File: config.mk
export PLATFORM = sky130hd
export DESIGN_NAME = interboard_tx_scheduler
export DESIGN_NICKNAME = d
export VERILOG_FILES = /design/src/rtl/interboard_tx_scheduler.sv
export SDC_FILE = /design/constraint.sdc
export NUM_CORES = 1
export LEC_CHECK = 0
export BUFFER_PORTS_ARGS = -buffer_cell sky130_fd_sc_hd__buf_2
export CELL_PAD_IN_SITES_DETAIL_PLACEMENT = 0
export CELL_PAD_IN_SITES_GLOBAL_PLACEMENT = 1
export CORE_UTILIZATION = 40
export DETAILED_ROUTE_END_ITERATION = 8
export MAX_ROUTING_LAYER = met4
export PLACE_DENSITY = 0.76
export SLEW_MARGIN = 30
export SYNTH_ARGS = -nofsm -noshare
export SYNTH_HDL_FRONTEND = slang
export SYNTH_SLANG_ARGS = --single-unit
File: constraint.sdc
create_clock -name clk -period 2.7 [get_ports clk]
set_input_delay 0.27 -clock clk [delete_from_list [all_inputs] [get_ports clk]]
set_output_delay 0.27 -clock clk [all_outputs]
set_load 0.1 [all_outputs]
File: src/rtl/interboard_tx_scheduler.sv
// interboard_tx_scheduler: round-robin scheduler feeding two message
// FIFOs into the shared interboard transmitter, with handshake retry.
//
// clk, rst        : clock, asynchronous active-low reset
// interboard_rst  : synchronous flush from the interboard link
// req0_*, req1_*  : per-source push ports; reqN_ready = FIFO not full
// inter_ready     : transmitter idle (0 while a transfer is in flight)
// transmit        : one-cycle start pulse
// ctrl_en/_msg_type/_number : fields of the transfer in progress
// busy, timeout_err, grant  : scheduler status
module interboard_tx_scheduler #(
  parameter int DEPTH   = 4,
  parameter int TIMEOUT = 1_000_000
) (
  input  logic       clk,
  input  logic       rst,
  input  logic       interboard_rst,
  input  logic       req0_valid,
  input  logic [2:0] req0_msg_type,
  input  logic [4:0] req0_number,
  output logic       req0_ready,
  input  logic       req1_valid,
  input  logic [2:0] req1_msg_type,
  input  logic [4:0] req1_number,
  output logic       req1_ready,
  input  logic       inter_ready,
  output logic       transmit,
  output logic       ctrl_en,
  output logic [2:0] ctrl_msg_type,
  output logic [4:0] ctrl_number,
  output logic       busy,
  output logic       timeout_err,
  output logic       grant
);

  localparam int AW   = $clog2(DEPTH);
  localparam int CNTW = AW + 1;
  localparam int CW   = $clog2(TIMEOUT);

  localparam logic [CNTW-1:0] FULL    = CNTW'(DEPTH);
  localparam logic [CW-1:0]   TO_LAST = CW'(TIMEOUT - 1);

  typedef enum logic [1:0] {
    IDLE,
    ISSUE,
    WAIT_LOW,
    WAIT_HIGH
  } state_t;

  state_t        state;
  logic [CW-1:0] tcnt;
  logic [CW-1:0] tnext;
  logic          last;

  logic [7:0]      mem  [2][DEPTH];
  logic [AW-1:0]   wp   [2];
  logic [AW-1:0]   rp   [2];
  logic [CNTW-1:0] fcnt [2];
  logic [7:0]      din  [2];
  logic [7:0]      head [2];

  logic [1:0] push;
  logic [1:0] pop;
  logic [1:0] ne;
  logic [1:0] rdy;
  logic       sel;
  logic       done;
  logic       fire;
  logic       to_hit;

  assign din[0] = {req0_msg_type, req0_number};
  assign din[1] = {req1_msg_type, req1_number};

  always_comb begin
    for (int i = 0; i < 2; i++) begin
      rdy[i]  = fcnt[i] != FULL;
      ne[i]   = fcnt[i] != '0;
      head[i] = mem[i][rp[i]];
    end
  end

  assign req0_ready = rdy[0];
  assign req1_ready = rdy[1];

  // A full FIFO refuses a push even when it pops the same cycle.
  assign push = {req1_valid, req0_valid} & rdy;

  assign done = (state == WAIT_HIGH) && inter_ready;
  assign pop  = {done & grant, done & ~grant};
  assign fire = (state == IDLE) && inter_ready && (|ne);

  // Counter holds at the limit so a late edge cannot wrap it.
  assign to_hit = tcnt == TO_LAST;
  assign tnext  = to_hit ? tcnt : tcnt + CW'(1);

  always_comb begin
    sel = 1'b0;
    unique case (1'b1)
      ne[0] & ne[1]:  sel = ~last;
      ne[1] & ~ne[0]: sel = 1'b1;
      default:        sel = 1'b0;
    endcase
  end

  always_ff @(posedge clk) begin
    for (int i = 0; i < 2; i++) begin
      if (push[i]) mem[i][wp[i]] <= din[i];
    end
  end

  always_ff @(posedge clk or negedge rst) begin
    if (!rst) begin
      for (int i = 0; i < 2; i++) begin
        wp[i]   <= '0;
        rp[i]   <= '0;
        fcnt[i] <= '0;
      end
    end else if (interboard_rst) begin
      for (int i = 0; i < 2; i++) begin
        wp[i]   <= '0;
        rp[i]   <= '0;
        fcnt[i] <= '0;
      end
    end else begin
      for (int i = 0; i < 2; i++) begin
        if (push[i]) wp[i] <= wp[i] + AW'(1);
        if (pop[i])  rp[i] <= rp[i] + AW'(1);
        fcnt[i] <= fcnt[i]
                 + CNTW'(push[i])
                 - CNTW'(pop[i]);
      end
    end
  end

  always_ff @(posedge clk or negedge rst) begin
    if (!rst) begin
      state         <= IDLE;
      tcnt          <= '0;
      last          <= 1'b1;
      transmit      <= 1'b0;
      ctrl_en       <= 1'b0;
      ctrl_msg_type <= '0;
      ctrl_number   <= '0;
      busy          <= 1'b0;
      timeout_err   <= 1'b0;
      grant         <= 1'b0;
    end else if (interboard_rst) begin
      state       <= IDLE;
      tcnt        <= '0;
      last        <= 1'b1;
      transmit    <= 1'b0;
      ctrl_en     <= 1'b0;
      busy        <= 1'b0;
      timeout_err <= 1'b0;
    end else begin
      transmit    <= 1'b0;
      timeout_err <= 1'b0;
      unique case (state)
        IDLE: begin
          if (fire) begin
            state <= ISSUE;
            tcnt  <= '0;
            transmit <= 1'b1;
            ctrl_en  <= 1'b1;
            busy     <= 1'b1;
            grant    <= sel;
            {ctrl_msg_type, ctrl_number} <= head[sel];
          end
        end
        ISSUE: begin
          state <= WAIT_LOW;
          tcnt  <= tnext;
        end
        WAIT_LOW: begin
          if (!inter_ready) begin
            state <= WAIT_HIGH;
            tcnt  <= tnext;
          end else if (to_hit) begin
            state       <= IDLE;
            ctrl_en     <= 1'b0;
            busy        <= 1'b0;
            timeout_err <= 1'b1;
          end else begin
            tcnt <= tnext;
          end
        end
        WAIT_HIGH: begin
          if (inter_ready) begin
            state   <= IDLE;
            last    <= grant;
            ctrl_en <= 1'b0;
            busy    <= 1'b0;
          end else if (to_hit) begin
            state       <= IDLE;
            ctrl_en     <= 1'b0;
            busy        <= 1'b0;
            timeout_err <= 1'b1;
          end else begin
            tcnt <= tnext;
          end
        end
        default: state <= IDLE;
      endcase
    end
  end

endmodule

Yosys cells after proc, flatten, opt, wreduce, memory -nomap -nowiden
Memory sizes are Yosys's and may differ from the RTL's.
Cells that the tools add are included.

cells by class
  muxes and demuxes = 60
  order comparisons = 7
  add/subtract/negate cells = 9
  equality and inequality tests = 9
  reductions and logical operators = 20
  bitwise gates (word level) = 14

operators by type and width
  kind                   count
  $mux 20                6
  $pmux 20 s4            1
  $mux 8                 9
  $mux 32                2
  $bmux 8 s2             2
  $demux 8 s2            2
  $mux 1                 21
  $add 20x1->20 const B  1
  $eq 20x20->1 const B   1
  $mux 2                 9
  $ne 3x3->1 const B     5
  $ge 3x3->1 const B     4
  $not 2->3              4
  $reduce_bool 2->1      6
  $add 2x1->2 const B    4
  $mux 4                 2
  $pmux 2 s4             1
  $add 3x1->3            2
  $lt 3x1->1 const B     2
  $mux 6                 1
  $pmux 1 s3             2
  $reduce_and 3->1       2
  $reduce_bool 3->1      2
  $sub 3x1->3            2
  13 further kinds       26

word-level totals
  bits in registers = 50
  bits of input ports = 22
  memories = 1
  bits in writable memories = 64
  logic and storage cells = 136

memories
  name  words  width  rd ports  clocked after memory_dff  write ports  RTL line  source
  mem   2      32     2         0                         2            55        logic [7:0] mem [2][DEPTH];

Logic depth before layout (Yosys ltp)
  depth in word-level cells = 8
  depth in mapped cells = 12
  depth with buffers taken out = 10

Least setup slack after synthesis
No wires, ideal clock.

  path type = reg2reg
  from = register fcnt[4] in the netlist's numbering
  to = register fcnt[5] in the netlist's numbering
  arrival time = 2510 ps
  buffers on the path = 0
  path slack = 59 ps
  stages on the path, launching flop included = 11
  cell sequence = dfrtp_1 nor2_1 nand2_1 nand2_1 ha_1 inv_1 ha_1 inv_1 fa_1 xnor2_1 nor2_1

between the ends
  longest elaborated chain between the ends = 5

ends and longest elaborated chain
  what                              RTL line  source
  start: declaration                58        logic [CNTW-1:0] fcnt [2];
  start signal: indexed assignment  128       fcnt[i] <= fcnt[i]
  $ne 3x3->1                        76        rdy[i] = fcnt[i] != FULL;
  net req0_ready                    21        output logic req0_ready,
  $and 2x2->2                       86        assign push = {req1_valid, req0_valid} & rdy;
  $add 3x1->3                       129       + CNTW'(push[i])
  $sub 3x1->3                       130       - CNTW'(pop[i]);
  $mux 6                            118       end else if (interboard_rst) begin

The timed path passes the listed nets, and every way through them passes these cells.
A chain may end at the register's enable or synchronous reset.

Final worst setup path
  from = register state[0]
  to = register fcnt[5] in the netlist's numbering

between the ends
  longest elaborated chain between the ends = 5

ends and longest elaborated chain
  what                      RTL line  source
  start: declaration        50        state_t state;
  start signal: assignment  137       state <= IDLE;
  start signal: assignment  148       state <= IDLE;
  start signal: assignment  161       state <= ISSUE;
  $eq 2x2->1                88        assign done = (state == WAIT_HIGH) && inter_ready;
  $logic_and 1x1->1         88
  $and 1x1->1               89        assign pop = {done & grant, done & ~grant};
  $sub 3x1->3               130
  $mux 6                    118

No other way between the ends.

==> reports/qor.csv <==
stage,metric,value,unit
synthesis,mux cell area share after synthesis,0.0892,
clocking,"Setup Fix Bufs, Post-CTS",0,
worst_setup_path,worst r2r src,state[0],
detailed_routing,met3 wire len,349,um
placed_design,RePlAce Congestion,0.772,
pwr,total net switching power,2220,uW
worst_setup_path,worst r2r path cells,9,
cells_and_area,Final Cell Area,6070,um2
synthesis,"Top FF cell, synth",edfxtp_1,
timing,setup_tns,0,ns
global_route,initial antenna violation count,0,
timing,Slew HR,0.566,
min_path,Hold Path Class,input pin to flip-flop,
min_path,worst hold path startpoint,req1_number[4],
synthesis,"Warnings, synthesis",0,
worst_setup_path,CP required,2.99,ns
floorplanning,initial cell density of the core,0.409,
clocking,Clock Tree Root,clkbuf_16,
timing,Fin. Hold Viols,0,
synthesis,Netlist cell types,51,
placed_design,DPL Wire Length,6.64,mm
detailed_routing,DRC viols,0,
timing,RSZ-0062 raised after global routing,false,
detailed_routing,DR WL met2,4.84,mm
clocking,Max Buffers Root-to-Sink,2,
min_path,Hold Crit Endpoint,mem[0][60],
pwr,Int Pwr,3960,uW
clocking,CTS H-tree lvls,4,
synthesis,syn_nets,424,
floorplanning,row cnt,41,
synthesis,async set-reset flop share out of synthesis,0.439,
run_status,outcome,"complete, no violations",
timing,final worst path period share,0.830,
timing,count of final setup violators,0,
cells_and_area,Syn-to-layout area delta,17.6,%
synthesis,#FFs+latches synth,114,
clocking,CTS Buf Count,17,
synthesis,Mapped Avg Cell Area,13.3,um2
pwr,P_leak,0.00248,uW
detailed_routing,WL/cell,16.6,um
detailed_routing,initial DRC count,207,
floorplanning,chip width,116,um
detailed_routing,Vias per Instance,5.18,
detailed_routing,Via Count,3162,
detailed_routing,DRT Wirelength,10.1,mm
placed_design,area post-placement,5450,um2
floorplanning,die height,116,um
worst_setup_path,crit start category,flip-flop,
pwr,maximum vdd drop,0.910,mV
detailed_routing,Met1 Wirelength,4.68,mm
synthesis,simple-gate portion of the synthesized area,0.115,
synthesis,Post-synth EDFFs,64,
detailed_routing,drt pass-1 iters,4,
floorplanning,I/O pin total,37,
cells_and_area,share of cells above drive strength 1,0.228,
clocking,Post-CTS Resized,0,
synthesis,Synth Area in Adders,0.0412,
pwr,Comb power frac,0.264,
pwr,Switching Fraction,0.359,
global_route,first-pass GRT wire length,16.8,mm
pwr,clock group share of total power,0.373,
worst_setup_path,worst-path maximum fanout,10,
synthesis,"Seq/Total Area, Yosys",0.615,
synthesis,Post-Syn Instances,387,
synthesis,post-synthesis xor/xnor area fraction,0.0153,
worst_setup_path,Worst setup EP type,flip-flop,
min_path,hold depth,1,
timing,clock skew,0.00521,ns
timing,worst slew pin tran,0.649,ns
synthesis,main combinational cell family by area after synthesis,simple AND/OR/NAND/NOR gates,
pwr,PD cells,1020,nW/um2
floorplanning,core area,12600,um2
clocking,clock transition at the registers of the reported paths,0.06,ns
global_route,grt ovf,0,
timing,Final Slew Violations,0,
timing,Hold WS,0.0667,ns
floorplanning,die area,13400,um2
worst_setup_path,reg2reg end,fcnt[5],
detailed_routing,highest routed layer,met4,
cells_and_area,# diodes,0,
synthesis,compound-gate portion of the synthesized area,0.0868,
clocking,CTS tree,built,
worst_setup_path,crit path kind,flip-flop to flip-flop,
placed_design,I/O Buffers,36,
global_route,largest net degree at the start of global routing,24,
job,max-cap viol count,0,
timing,Final min period,2.24,ns
synthesis,post-synthesis cell area,5160,um2
clocking,Sink Count,114,
timing,post-route setup slack,0.459,ns
global_route,number of global-route vias before repair,3322,
clocking,"Clk Latency, worst-skew pair",0.41,ns
worst_setup_path,critical path's slowest cell,dfrtp_1,
worst_setup_path,cells along the critical path,nand3_1 > nor2_1 > ha_1 > inv_1 > ha_1 > inv_1 > fa_1 > xnor2_1 > nor2_1,
timing,fmax,446,MHz
placed_design,"worst slack, placed",0.534,ns
cells_and_area,nets@finish,463,
pwr,Sequential Power Share,0.364,
worst_setup_path,R2R Setup Slk,0.46,ns
global_route,GRT Resource Usage Total,0.177,
worst_setup_path,worst endpoint data arrival time,2.53,ns
detailed_routing,post-route ant nets,0,
worst_setup_path,"slowest stage delay, CP",0.52,ns
==> cell families (layout without fill, tap and decap cells) <==
group           Yosys count  count (layout)
compound gates           77              77
xor+xnor                  9               9
fa+ha+maj                16              16
buf+inv                  37              89
flops                   114             114
mux                      26              26
simple gates            108             108
==> per-stage QoR <==
stage | power, uW | std cells | util
3_3_place_gp | 3870 | 578 | 0.432
4_1_cts | 6230 | 611 | 0.481
5_1_grt | 6450 | 611 | 0.481
6_report | 6180 | 611 | 0.481
3_5_place_dp | 3910 | 578 | 0.432
2_1_floorplan | 3600 | 387 | -
==> power groups by stage <==
| stage | registers (uW) | clock network, uW | logic (uW) |
|---|---|---|---|
| floorplan | 2790 | 0 | 806 |
| global placement | 2260 | 0 | 1610 |
| detailed placement | 2270 | 0 | 1630 |
| CTS | 2250 | 2340 | 1640 |
| global route | 2270 | 2410 | 1770 |
| finish | 2250 | 2300 | 1630 |
==> synth_stat cells (5+ instances only) <==
| cell | n | area share |
|---|---|---|
| edfxtp_1 | 64 | 0.37 |
| a31oi_1 | 8 | 0.0097 |
| nor3_1 | 6 | 0.0058 |
| buf_2 | 6 | 0.0058 |
| xor2_1 | 5 | 0.0085 |
| o21ai_1 | 13 | 0.013 |
| ha_1 | 13 | 0.032 |
| o21ai_0 | 25 | 0.024 |
| nand2_1 | 29 | 0.021 |
| mux2i_1 | 10 | 0.019 |
| nand3_1 | 12 | 0.012 |
| mux4_2 | 16 | 0.070 |
| nor2_1 | 21 | 0.015 |
| buf_6 | 6 | 0.013 |
| a21oi_1 | 18 | 0.017 |
| inv_1 | 17 | 0.012 |
| and3_1 | 14 | 0.017 |
| dfrtp_1 | 49 | 0.24 |
==> cell usage in the layout (no fill, tap or decap), types with 4 or more instances in the layout <==
| master | instances |
|---|---|
| inv_1 | 17 |
| nor3_2 | 4 |
| inv_6 | 5 |
| dfrtp_1 | 49 |
| a21oi_1 | 18 |
| o21ai_1 | 13 |
| xor2_1 | 5 |
| o21ai_0 | 25 |
| a31oi_1 | 8 |
| nand4_1 | 4 |
| ha_1 | 13 |
| mux4_2 | 16 |
| edfxtp_1 | 64 |
| xnor2_1 | 4 |
| and3_1 | 14 |
| clkbuf_16 | 17 |
| nor3_1 | 6 |
| nand3_1 | 12 |
| nand2_1 | 29 |
| buf_2 | 36 |
| nor2_1 | 21 |
| mux2i_1 | 10 |
==> worst max path at each step <==
stage	start	to	slack, ns	depth (start not counted)
floorplan	fcnt[4]	fcnt[5]	0.06	10
global placement	state[0]	fcnt[5]	0.59	9
detailed placement	state[0]	fcnt[5]	0.53	9
CTS	state[0]	fcnt[5]	0.48	9
global route	state[0]	fcnt[5]	0.29	9
finish	state[0]	fcnt[5]	0.46	9
==> critical path, delay by kind of cell (launching register included) <==
family	cells	cell delay, ns
and+or+nand+nor	3	0.56
buffers and inverters	2	0.10
xor gates and xnor gates	1	0.16
adders and majority gates	3	0.79
DFF	1	0.52
==> repair_timing <==
item	CTS	global route
hold buffers	1	0
setup endpoints to repair	0	0
endpoints found under the hold margin	21	0
==> layout make-up <==
cell class                      instances  area, um2
Fill cell                            1129       6550
Sequential cell                       114       3170
Multi-Input combinational cell        236       1800
Clock buffer                           18        429
Tap cell                              172        215
Timing Repair Buffer                   40        213
Clock inverter                         14        178
Inverter                               17       63.8
==> flip-flops by register name, summed over array words and instances (netlist names) <==
name / cells
last: 1
timeout_err: 1
tcnt: 20
ctrl_msg_type: 3
rp: 4
wp: 4
state: 2
mem: 64
ctrl_number: 5
ctrl_en: 1
grant: 1
fcnt: 6
busy: 1
transmit: 1
==> routing by layer <==
metal	GRT usage	vias to the layer above
li1	-	1516
met1	0.218	1554
met2	0.271	67
met3	0.0403	25
met4	0.0996	0
met5	-	-
Power figures use the tool's default switching activity.
